<file path="config.mk">
export PLATFORM = sky130hd
export DESIGN_NAME = serial_subtractor
export DESIGN_NICKNAME = d
export VERILOG_FILES = /design/src/rtl/serial_subtractor.sv
export SDC_FILE = /design/constraint.sdc
export NUM_CORES = 1
export LEC_CHECK = 0
export ABC_AREA = 1
export CAP_MARGIN = 10
export CORE_MARGIN = 2
export CORE_UTILIZATION = 50
export CTS_BUF_LIST = sky130_fd_sc_hd__clkbuf_8
export CTS_CLUSTER_SIZE = 30
export DETAILED_ROUTE_END_ITERATION = 16
export PLACE_DENSITY = 0.75
export SKIP_CTS_REPAIR_TIMING = 1
export SYNTH_ARGS = -nofsm -noshare
export SYNTH_HDL_FRONTEND = slang
export SYNTH_SLANG_ARGS = --single-unit
</file>
<file path="constraint.sdc">
create_clock -name clk -period 2.5 [get_ports clk]
set_input_delay 0.5 -clock clk [delete_from_list [all_inputs] [get_ports clk]]
set_output_delay 0.5 -clock clk [all_outputs]
set_load 0.01 [all_outputs]
</file>
<file path="src/rtl/serial_subtractor.sv">
// Bit-serial two's-complement subtractor: diff = a - b - borrow_in, LSB first,
// one full-subtractor step per clock with a start/busy/done handshake.
module serial_subtractor #(
    parameter int WIDTH = 8
) (
    input  logic             clk,
    input  logic             rst_n,
    input  logic             start,
    input  logic [WIDTH-1:0] a,
    input  logic [WIDTH-1:0] b,
    input  logic             borrow_in,
    output logic             busy,
    output logic             done,
    output logic [WIDTH-1:0] diff,
    output logic             borrow,
    output logic             overflow
);
    localparam int CW = (WIDTH > 1) ? $clog2(WIDTH) : 1;

    typedef enum logic [1:0] {IDLE = 2'd0, RUN = 2'd1, DONE = 2'd2} state_t;

    state_t           state_q, state_d;
    logic [CW-1:0]    cnt_q, cnt_d;
    logic [WIDTH-1:0] a_q, a_d, b_q, b_d, sr_q, sr_d, diff_q, diff_d;
    logic             br_q, br_d, borrow_q, borrow_d, ovf_q, ovf_d;
    logic             ai, bi, d_bit, br_nxt, last_bit;

    // Single full-subtractor cell on the current bit position
    always_comb begin
        ai       = a_q[cnt_q];
        bi       = b_q[cnt_q];
        d_bit    = ai ^ bi ^ br_q;
        br_nxt   = (~ai & bi) | (~(ai ^ bi) & br_q);
        last_bit = (cnt_q == CW'(WIDTH - 1));
    end

    always_ff @(posedge clk) begin
        if (!rst_n) state_q <= IDLE;
        else        state_q <= state_d;
    end

    always_comb begin
        state_d = state_q;
        case (state_q)
            IDLE:    if (start) state_d = RUN;
            RUN:     if (last_bit) state_d = DONE;
            DONE:    state_d = IDLE;
            default: state_d = IDLE;
        endcase
    end

    always_comb begin
        busy = (state_q != IDLE);
        done = (state_q == DONE);
    end

    always_comb begin
        a_d      = a_q;
        b_d      = b_q;
        br_d     = br_q;
        cnt_d    = cnt_q;
        sr_d     = sr_q;
        diff_d   = diff_q;
        borrow_d = borrow_q;
        ovf_d    = ovf_q;
        case (state_q)
            IDLE: begin
                if (start) begin
                    a_d   = a;
                    b_d   = b;
                    br_d  = borrow_in;
                    cnt_d = '0;
                    sr_d  = '0;
                end
            end
            RUN: begin
                br_d  = br_nxt;
                sr_d  = {d_bit, sr_q[WIDTH-1:1]};
                cnt_d = cnt_q + CW'(1);
                // Results are published only on the edge that enters DONE
                if (last_bit) begin
                    diff_d   = {d_bit, sr_q[WIDTH-1:1]};
                    borrow_d = br_nxt;
                    ovf_d    = (a_q[WIDTH-1] ^ b_q[WIDTH-1]) & (d_bit ^ a_q[WIDTH-1]);
                end
            end
            default: ;
        endcase
    end

    always_ff @(posedge clk) begin
        if (!rst_n) begin
            a_q      <= '0;
            b_q      <= '0;
            br_q     <= 1'b0;
            cnt_q    <= '0;
            sr_q     <= '0;
            diff_q   <= '0;
            borrow_q <= 1'b0;
            ovf_q    <= 1'b0;
        end else begin
            a_q      <= a_d;
            b_q      <= b_d;
            br_q     <= br_d;
            cnt_q    <= cnt_d;
            sr_q     <= sr_d;
            diff_q   <= diff_d;
            borrow_q <= borrow_d;
            ovf_q    <= ovf_d;
        end
    end

    assign diff     = diff_q;
    assign borrow   = borrow_q;
    assign overflow = ovf_q;
endmodule

</file>
==> results of run 1 <==
## cells by family (layout without fill, tap and decap cells)
kind of cell             count (synthesis)  count (layout)
flip-flops                              39              39
buffers and inverters                   38              71
AND/OR/NAND/NOR                        119             119
adder cells (fa/ha/maj)                  3               3
AO/OA/AOI/OAI                           38              38
## power groups by stage
stage | logic (W) | clock network, W | registers (W)
2_1_floorplan | 0.000124 | 0 | 0.000678
3_3_place_gp | 0.000166 | 0 | 0.000685
3_5_place_dp | 0.000171 | 0 | 0.000686
4_1_cts | 0.000173 | 0.000634 | 0.000672
5_1_grt | 0.000197 | 0.000667 | 0.000675
6_report | 0.000171 | 0.000625 | 0.000672
## metrics by stage
stage          cells  hold WS (ns)
2_1_floorplan    237         0.439
3_3_place_gp     308         0.450
3_5_place_dp     308         0.454
4_1_cts          316         0.466
5_1_grt          316         0.485
6_report         316         0.464
## tightest hold or removal path: cells and delay by family, from the launching register on
kind             cells  cell delay [ns]
flip-flops           1             0.31
AND/OR/NAND/NOR      1             0.06
AO/OA/AOI/OAI        1             0.05
## layout make-up
class                      count  area (um^2)
multi-input combinational    160          727
timing repair buffer          34          333
sequential                    39          781
tap                           46         57.6
fill                         318         1140
clock buffer                   5         68.8
inverter                      29          111
clock inverter                 3         67.6
## path summary, 6_finish.rpt
check	depth (start not counted)	slack, ns	from	to
min reg2reg	2	0.46	diff[0]	diff[0]
max	11	0.52	cnt_q[0]	overflow
min	2	0.46	diff[0]	diff[0]
max reg2reg	11	0.52	cnt_q[0]	overflow
## cells in the final DEF (no fill, tap or decap), types with 2 or more instances in the layout
cell type	count
a21oi_1	17
clkdlybuf4s50_1	31
bufinv_16	2
nand2_1	64
dfxtp_1	39
o21ai_0	14
inv_2	3
ha_1	2
nor2_1	37
nand3_1	14
clkbuf_8	5
buf_4	3
o21ai_1	6
inv_1	24
## routing by layer
| layer | global-route usage, % | up-vias | share of wire, % |
|---|---|---|---|
| li1 | - | 794 | - |
| met2 | 32.9 | 31 | 47 |
| met3 | 6.21 | 7 | 4.1 |
| met5 | 0 | - | 0 |
| met1 | 25.8 | 673 | 47 |
| met4 | 7.29 | 0 | 1.4 |
## flip-flops by register name, summed over array words and instances, names as in the netlist
| register | flops |
|---|---|
| a_q | 8 |
| state_q | 2 |
| b_q | 8 |
| overflow | 1 |
| sr_q | 7 |
| borrow | 1 |
| diff | 8 |
| br_q | 1 |
| cnt_q | 3 |
==> flow_summary.ini, run 1 <==
[outcome]
outcome = completed

[route]
drt-initial-drc-count = 42
drtPass1Iterations = 4
wl_um = 3350
antenna_left = 0
avgRoutedWirePerCell_um = 10.6
vias = 1505
drc = 0
via_per_inst = 4.76

[setup_path]
cp.required_ns = 2.70
critPathBufInv = 3
slowest_stage = dfxtp_1
worst-setup-path-type = reg2reg
end_kind = flip-flop
slowest_delay_ns = 0.55
crit_path_frequent_cell = nand3_1
crit_family = flip-flops
critPathArrivalTime_ns = 2.18
critPathMaxFanout = 11
cp_cell_sequence = inv_2 > nand2_1 > nand3_1 > nand3_1 > nand2_1 > fa_1 > inv_1 > nand3_1 > nand3_1 > nand2_1 > inv_1
start_kind = flip-flop

[global_routing]
grt_pass1_vias = 1349
antenna_found_initial = 0
grt_overflow_total = 0
grt_max_degree = 21
track_usage_pct = 20.4
grt_pass1_wl_um = 5770

[pwr]
power.density_mw_per_mm2 = 684
net-switching-power_w = 0.000345
power_w = 0.00147
vdd_drop_max_mv = 0.531
p_sw_share_pct = 23.5
p_leak_nw = 0.889
combPwrFrac_pct = 11.7
internal-power_w = 0.00112
p_seq_share_pct = 45.7
clkPwrFrac_pct = 42.6

[synth]
synthAdderAreaFrac_pct = 2.68
synth-seq-cells = 39
synth_most_common_cell = nand2_1
synth_top_area_cell = dfxtp_1
ys_async_sr_fraction_pct = 0
synth_top_family_by_area = simple AND/OR/NAND/NOR gates
avgSynthCellArea_um2 = 7.09
synthTopCellsByArea = dfxtp_1 46%, nand2_1 14%, nor2_1 8.3%
synth_common_cells = 64 x nand2_1, 39 x dfxtp_1, 37 x nor2_1, 24 x inv_1, 17 x a21oi_1
syn-num-nets = 260
yosys_most_used_dff = dfxtp_1
yosysUniqueCellTypes = 23
synth-compound-area-share_pct = 11.5
synth.cell_area_mm2 = 0.00168
synth-xor-area-share_pct = 0
ys_warn_count = 0
synth_simple_gate_area_share_pct = 29.0
synthCells = 237
synthMuxAreaShare_pct = 0
netlist.area_leader.share_pct = 46.5
yosysSeqAreaShare_pct = 46.5
synth_edf_count = 0

[die]
die_w_um = 62.0
start_util_pct = 51.2
rows = 21
dieArea_mm2 = 0.00384
ios = 32
core_mm2 = 0.00328
die_height_um = 62.0

[layout]
drive_above_1_share_pct = 7.41
final_core_util_pct = 65.3
syn_to_final_growth_pct = 27.7
fin_area_mm2 = 0.00215
diodes = 0
nets = 292

[sta]
rsz0062_at_grt = no
worst_slack_ns = 0.521
period_minus_slack_ns = 1.98
finClkSkew_ns = 0.00659
max_freq_mhz = 505
finalSetupTns_ns = 0
period_share_pct = 79.1
slew_viol_final = 0
setup_viol = 0
tightest_slew_ns = 0.523
finalHoldViolations = 0
relSlewSlack_pct = 64.9

[flow_run]
maxCapViolCount = 0

[worst_hold_path]
min_path_type = reg2reg

[clocking]
cts_buffers = 5
cts_tree = done
cts_root_buffer = clkbuf_8
clockBufferDepth = 2
h-tree-depth = 2
clk-insertion-delay-late_ns = 0.30
clock-sinks = 39
clkTransAtPathRegs_ns = 0.08

[place]
placed_cell_area_mm2 = 0.00201
pre_cts_slack_ns = 0.601
portBuffers = 31
hpwl_um = 2340
gp_congestion = 0.826
No activity file was read; power rests on OpenSTA's default activity.
==> run 2, diff against run 1 <==
- CORE_UTILIZATION: 50 -> 48
- PLACE_DENSITY: 0.75 -> 0.76
- clock period: 2.5 -> 1.6 ns (I/O delays scaled with it)
==> run 2 against run 1 <==
  * Sequential share of layout area is 0.60 points lower
  * Largest cell class unchanged
  * Clock skew is 0.0016 ns higher
  * The run now ends with negative setup slack left
  * Combinational power is 75% higher
  * Via count is 2.9% higher
  * Critical path type unchanged
==> flow_summary.ini, run 2 (synthesis gave the netlist of run 1 again) <==
[sta]
finalHoldViolations = 0
period_minus_slack_ns = 1.74
slew_viol_final = 0
whs_ns = 0.463
period_share_pct = 108
max_freq_mhz = 576
tightest_slew_ns = 0.505
rsz0062_at_grt = yes
relSlewSlack_pct = 66.3
finClkSkew_ns = 0.00817
worst_slack_ns = -0.135
setup_viol = 2

[global_routing]
grt_pass1_vias = 1412
track_usage_pct = 19.0
grt_overflow_total = 0
grt.met3_usage_pct = 4.11
antenna_found_initial = 0
grt_busiest_layer = met2
grt_max_degree = 21
use_met1_pct = 23.3
grtUsageMet2_pct = 31.0
grt_pass1_wl_um = 5950

[pwr]
internal-power_w = 0.00162
p_sw_share_pct = 24.9
combPwrFrac_pct = 13.9
power.density_mw_per_mm2 = 976
clkPwrFrac_pct = 37.4
p_leak_nw = 0.956
vdd_drop_max_mv = 0.649
p_seq_share_pct = 48.7
net-switching-power_w = 0.000536
power_w = 0.00216

[route]
antenna_left = 0
drt-initial-drc-count = 62
wl_um = 3370
via_per_inst = 4.78
drc = 0
avgRoutedWirePerCell_um = 10.4
drtPass1Iterations = 4
vias = 1548

[setup_path]
crit-reg2reg-launch = cnt_q[0]
critPathMaxFanout = 11
critPathArrivalTime_ns = 1.93
start_kind = flip-flop
critPathBufInv = 3
worst-setup-path-type = reg2reg
end_kind = flip-flop
cp_cell_sequence = inv_6 > nand2_1 > nand3_1 > nand2_1 > nand2_1 > nand2_2 > fa_2 > inv_2 > nand3_1 > nand3_1 > nand2_1 > inv_1
crit_start = cnt_q[0]
slowest_stage = fa_2
cp.required_ns = 1.79
crit_family = adder cells
crit_path_frequent_cell = nand2_1
slowest_delay_ns = 0.56

[die]
die_height_um = 63.2
start_util_pct = 50.4
ios = 32
dieArea_mm2 = 0.00399
rows = 21
core_mm2 = 0.00334
die_w_um = 63.2

[layout]
nets = 300
layout_common_cells = 62 x nand2_1, 37 x nor2_1, 35 x dfxtp_1
diodes = 0
fin_area_mm2 = 0.00221
multi_input_area_um2 = 734
syn_to_final_growth_pct = 31.5
register_area_um2 = 791
final_core_util_pct = 66.2
fillerInstances = 325
final_common_cell = nand2_1
drive_above_1_share_pct = 13.3

[place]
gp_congestion = 0.865
portBuffers = 31
hpwl_um = 2430
pre_cts_slack_ns = -0.143
placed_cell_area_mm2 = 0.00208

[clocking]
h-tree-depth = 2
cts_buffers = 5
clkTransAtPathRegs_ns = 0.08
clock-sinks = 39
clk-insertion-delay-late_ns = 0.29
cts_root_buffer = clkbuf_8
clockBufferDepth = 2
cts_tree = done

[outcome]
outcome = complete, but fails checks
violations = negative setup slack

[worst_hold_path]
worstHoldStart = diff[0]
min_path_type = reg2reg

[flow_run]
maxCapViolCount = 0
==> run 2: final cells by class <==
class,count,share of cell area [%]
clock inverter,3,1.98
sequential,39,35.8
multi-input combinational,160,33.2
inverter,29,5.27
tap,46,2.60
timing repair buffer,42,18.0
clock buffer,5,3.11
==> run 2: per-stage QoR <==
stage	cells	TNS, ns
finish	324	-0.183
global route	324	-0.452
CTS	324	-0.555
detailed placement	316	-0.173
global placement	316	-0.0987
floorplan	237	-0.0462
==> run 2: routing by layer <==
| metal | share of wire, % | vias to the layer above | wire length, um |
|---|---|---|---|
| met5 | 0 | - | 0 |
| met4 | 2.0 | 0 | 68 |
| met3 | 4.7 | 7 | 157 |
| met2 | 48 | 32 | 1620 |
| met1 | 45 | 694 | 1530 |
| li1 | - | 815 | - |
==> run 2: worst reg2reg max path: stages (launching register included) <==
cell and delay, ns:
dfxtp_4 0.39, inv_6 0.10, nand2_1 0.07, nand3_1 0.07, nand2_1 0.06, nand2_1 0.07
nand2_2 0.05, fa_2 0.56, inv_2 0.04, nand3_1 0.05, nand3_1 0.07, nand2_1 0.07
inv_1 0.04
==> run 2: power groups by stage <==
| stage | Clock [W] | Sequential [W] | Combinational [W] |
|---|---|---|---|
| global placement | 0 | 0.00107 | 0.000283 |
| global route | 0.000880 | 0.00106 | 0.000345 |
| floorplan | 0 | 0.00106 | 0.000198 |
| detailed placement | 0 | 0.00107 | 0.000290 |
| finish | 0.000807 | 0.00105 | 0.000300 |
| CTS | 0.000821 | 0.00105 | 0.000292 |
==> run 2: final timing paths <==
check / endpoint / slack (ns) / cells after the start
worst max-delay path: overflow / -0.14 / 12
worst min-delay path: diff[0] / 0.46 / 2
worst max register to register: overflow / -0.14 / 12
worst min register to register: diff[0] / 0.46 / 2
==> run 3, diff against run 2 <==
- CORE_UTILIZATION: 48 -> 35
- GPL_TIMING_DRIVEN: unset -> 0
- PLACE_DENSITY: 0.76 -> 0.58
- SKIP_LAST_GASP: unset -> 1
==> run 3 against run 2 <==
  * The run still ends with negative setup slack left
  * First-iteration DRC count decreased by 3.2%
  * Non-clock buffer count unchanged
  * Final area increased by 3.3%
  * Clock skew decreased by 0.0026 ns
  * Setup slack got worse by 0.058 ns
  * Via count decreased by 0.39%
  * Clock power increased by 5.7%
  * Die area increased by 35%
  * Global-route usage decreased by 3.8 points
  * Sequential share of layout area decreased by 1.2 points
  * Core utilization decreased by 17 points
  * Highest routed layer unchanged
==> flow_summary.ini, run 3 (synthesis gave the netlist of run 1 again) <==
[outcome]
outcome = complete, but fails checks
violations = negative setup slack

[sta]
finClkSkew_ns = 0.00561
finalSetupTns_ns = -0.401
rsz0062_at_grt = yes
relSlewSlack_pct = 69.5
setup_viol = 3
max_freq_mhz = 558
worst_slack_ns = -0.193
finalHoldViolations = 0
slew_viol_final = 0
period_share_pct = 112
tightest_slew_ns = 0.458
period_minus_slack_ns = 1.79

[die]
rows = 25
die_height_um = 73.3
start_util_pct = 36.1
core_mm2 = 0.00466
die_w_um = 73.3
dieArea_mm2 = 0.00537
ios = 32

[setup_path]
start_kind = flip-flop
slowest_stage = fa_2
slowest_delay_ns = 0.56
cp_cell_sequence = buf_8 > inv_4 > nand2_1 > nand3_1 > nand3_1 > nand2_1 > fa_2 > inv_2 > nand3_1 > nand3_1 > nand2_1 > inv_1
crit_path_frequent_cell = nand3_1
end_kind = flip-flop
cp.required_ns = 1.80
worst-setup-path-type = reg2reg
critPathMaxFanout = 6
critPathArrivalTime_ns = 1.99

[clocking]
clockBufferDepth = 2
cts_tree = done
cts_buffers = 5
h-tree-depth = 2
clkTransAtPathRegs_ns = 0.08
clock-sinks = 39
cts_root_buffer = clkbuf_8
clk-insertion-delay-late_ns = 0.29

[place]
gp_congestion = 0.740
hpwl_um = 2590
pre_cts_slack_ns = -0.194
portBuffers = 31

[global_routing]
grtUsageMet2_pct = 23.9
grt_max_degree = 13
grt_pass1_vias = 1371
grt_pass1_wl_um = 6270
track_usage_pct = 15.2
grt_overflow_total = 0
antenna_found_initial = 0
grt_busiest_layer = met2
grt.met3_usage_pct = 3.43
use_met1_pct = 19.9

[route]
avgRoutedWirePerCell_um = 11.3
drc = 0
antenna_left = 0
drt-initial-drc-count = 60
wl_um = 3770
via_per_inst = 4.63
drtPass1Iterations = 4
vias = 1542

[pwr]
p_leak_nw = 0.966
vdd_drop_max_mv = 0.294
power.density_mw_per_mm2 = 983

[layout]
nets = 301
fillerInstances = 488
final_common_cell = nand2_1
multi_input_area_um2 = 763
diodes = 0
layout_common_cells = 58 x nand2_1, 37 x nor2_1, 35 x dfxtp_1
drive_above_1_share_pct = 15.4
syn_to_final_growth_pct = 35.9
register_area_um2 = 791

[worst_hold_path]
min_path_type = reg2reg

[flow_run]
maxCapViolCount = 0
[run 3: per-layer routing]
layer | part of all wire, % | up-vias | wire, um
li1 | - | 818 | -
met1 | 51 | 700 | 1910
met2 | 45 | 18 | 1690
met3 | 2.8 | 6 | 104
met4 | 1.9 | 0 | 72
met5 | 0 | - | 0
[run 3: report_power, final]
| group | internal [W] | leakage (nW) | switching [W] |
|---|---|---|---|
| logic | 0.000166 | 0.584 | 0.000181 |
| clock network | 0.000505 | 0.0612 | 0.000349 |
| registers | 0.00101 | 0.321 | 0.0000307 |
[run 3: cell type report]
| cell class | count | share of cell area, % |
|---|---|---|
| sequential | 39 | 34.6 |
| multi-input combinational | 160 | 33.4 |
| tap | 54 | 2.96 |
| buffer | 9 | 3.12 |
| timing repair inverter | 1 | 0.274 |
| inverter | 29 | 5.21 |
| timing repair buffer | 33 | 15.2 |
| clock buffer | 6 | 3.62 |
| clock inverter | 2 | 1.53 |
[run 3: final timing paths]
path / start / end / slack, ns / cells past startpoint
worst max register to register: cnt_q[0] / overflow / -0.19 / 12
worst min-delay path: sr_q[1] / diff[0] / 0.46 / 2
worst min register to register: sr_q[1] / diff[0] / 0.46 / 2
worst max-delay path: cnt_q[0] / overflow / -0.19 / 12
[run 3: stage by stage]
step	utilization (%)	power (W)	instance area, um^2	hold slack, ns	cells
global placement	44.4	0.00136	2070	0.451	322
floorplan	-	0.00126	1690	0.439	237
detailed placement	44.4	0.00136	2070	0.455	322
global route	49.0	0.00235	2280	0.478	333
CTS	47.0	0.00222	2190	0.467	330
finish	49.0	0.00225	2280	0.464	333
[run 3: critical path, delay by kind of cell (launching register included)]
kind / cells / cell delay, ns
and+or+nand+nor: 7 / 0.52
DFF: 1 / 0.38
buffers and inverters: 4 / 0.25
adders and majority gates: 1 / 0.56
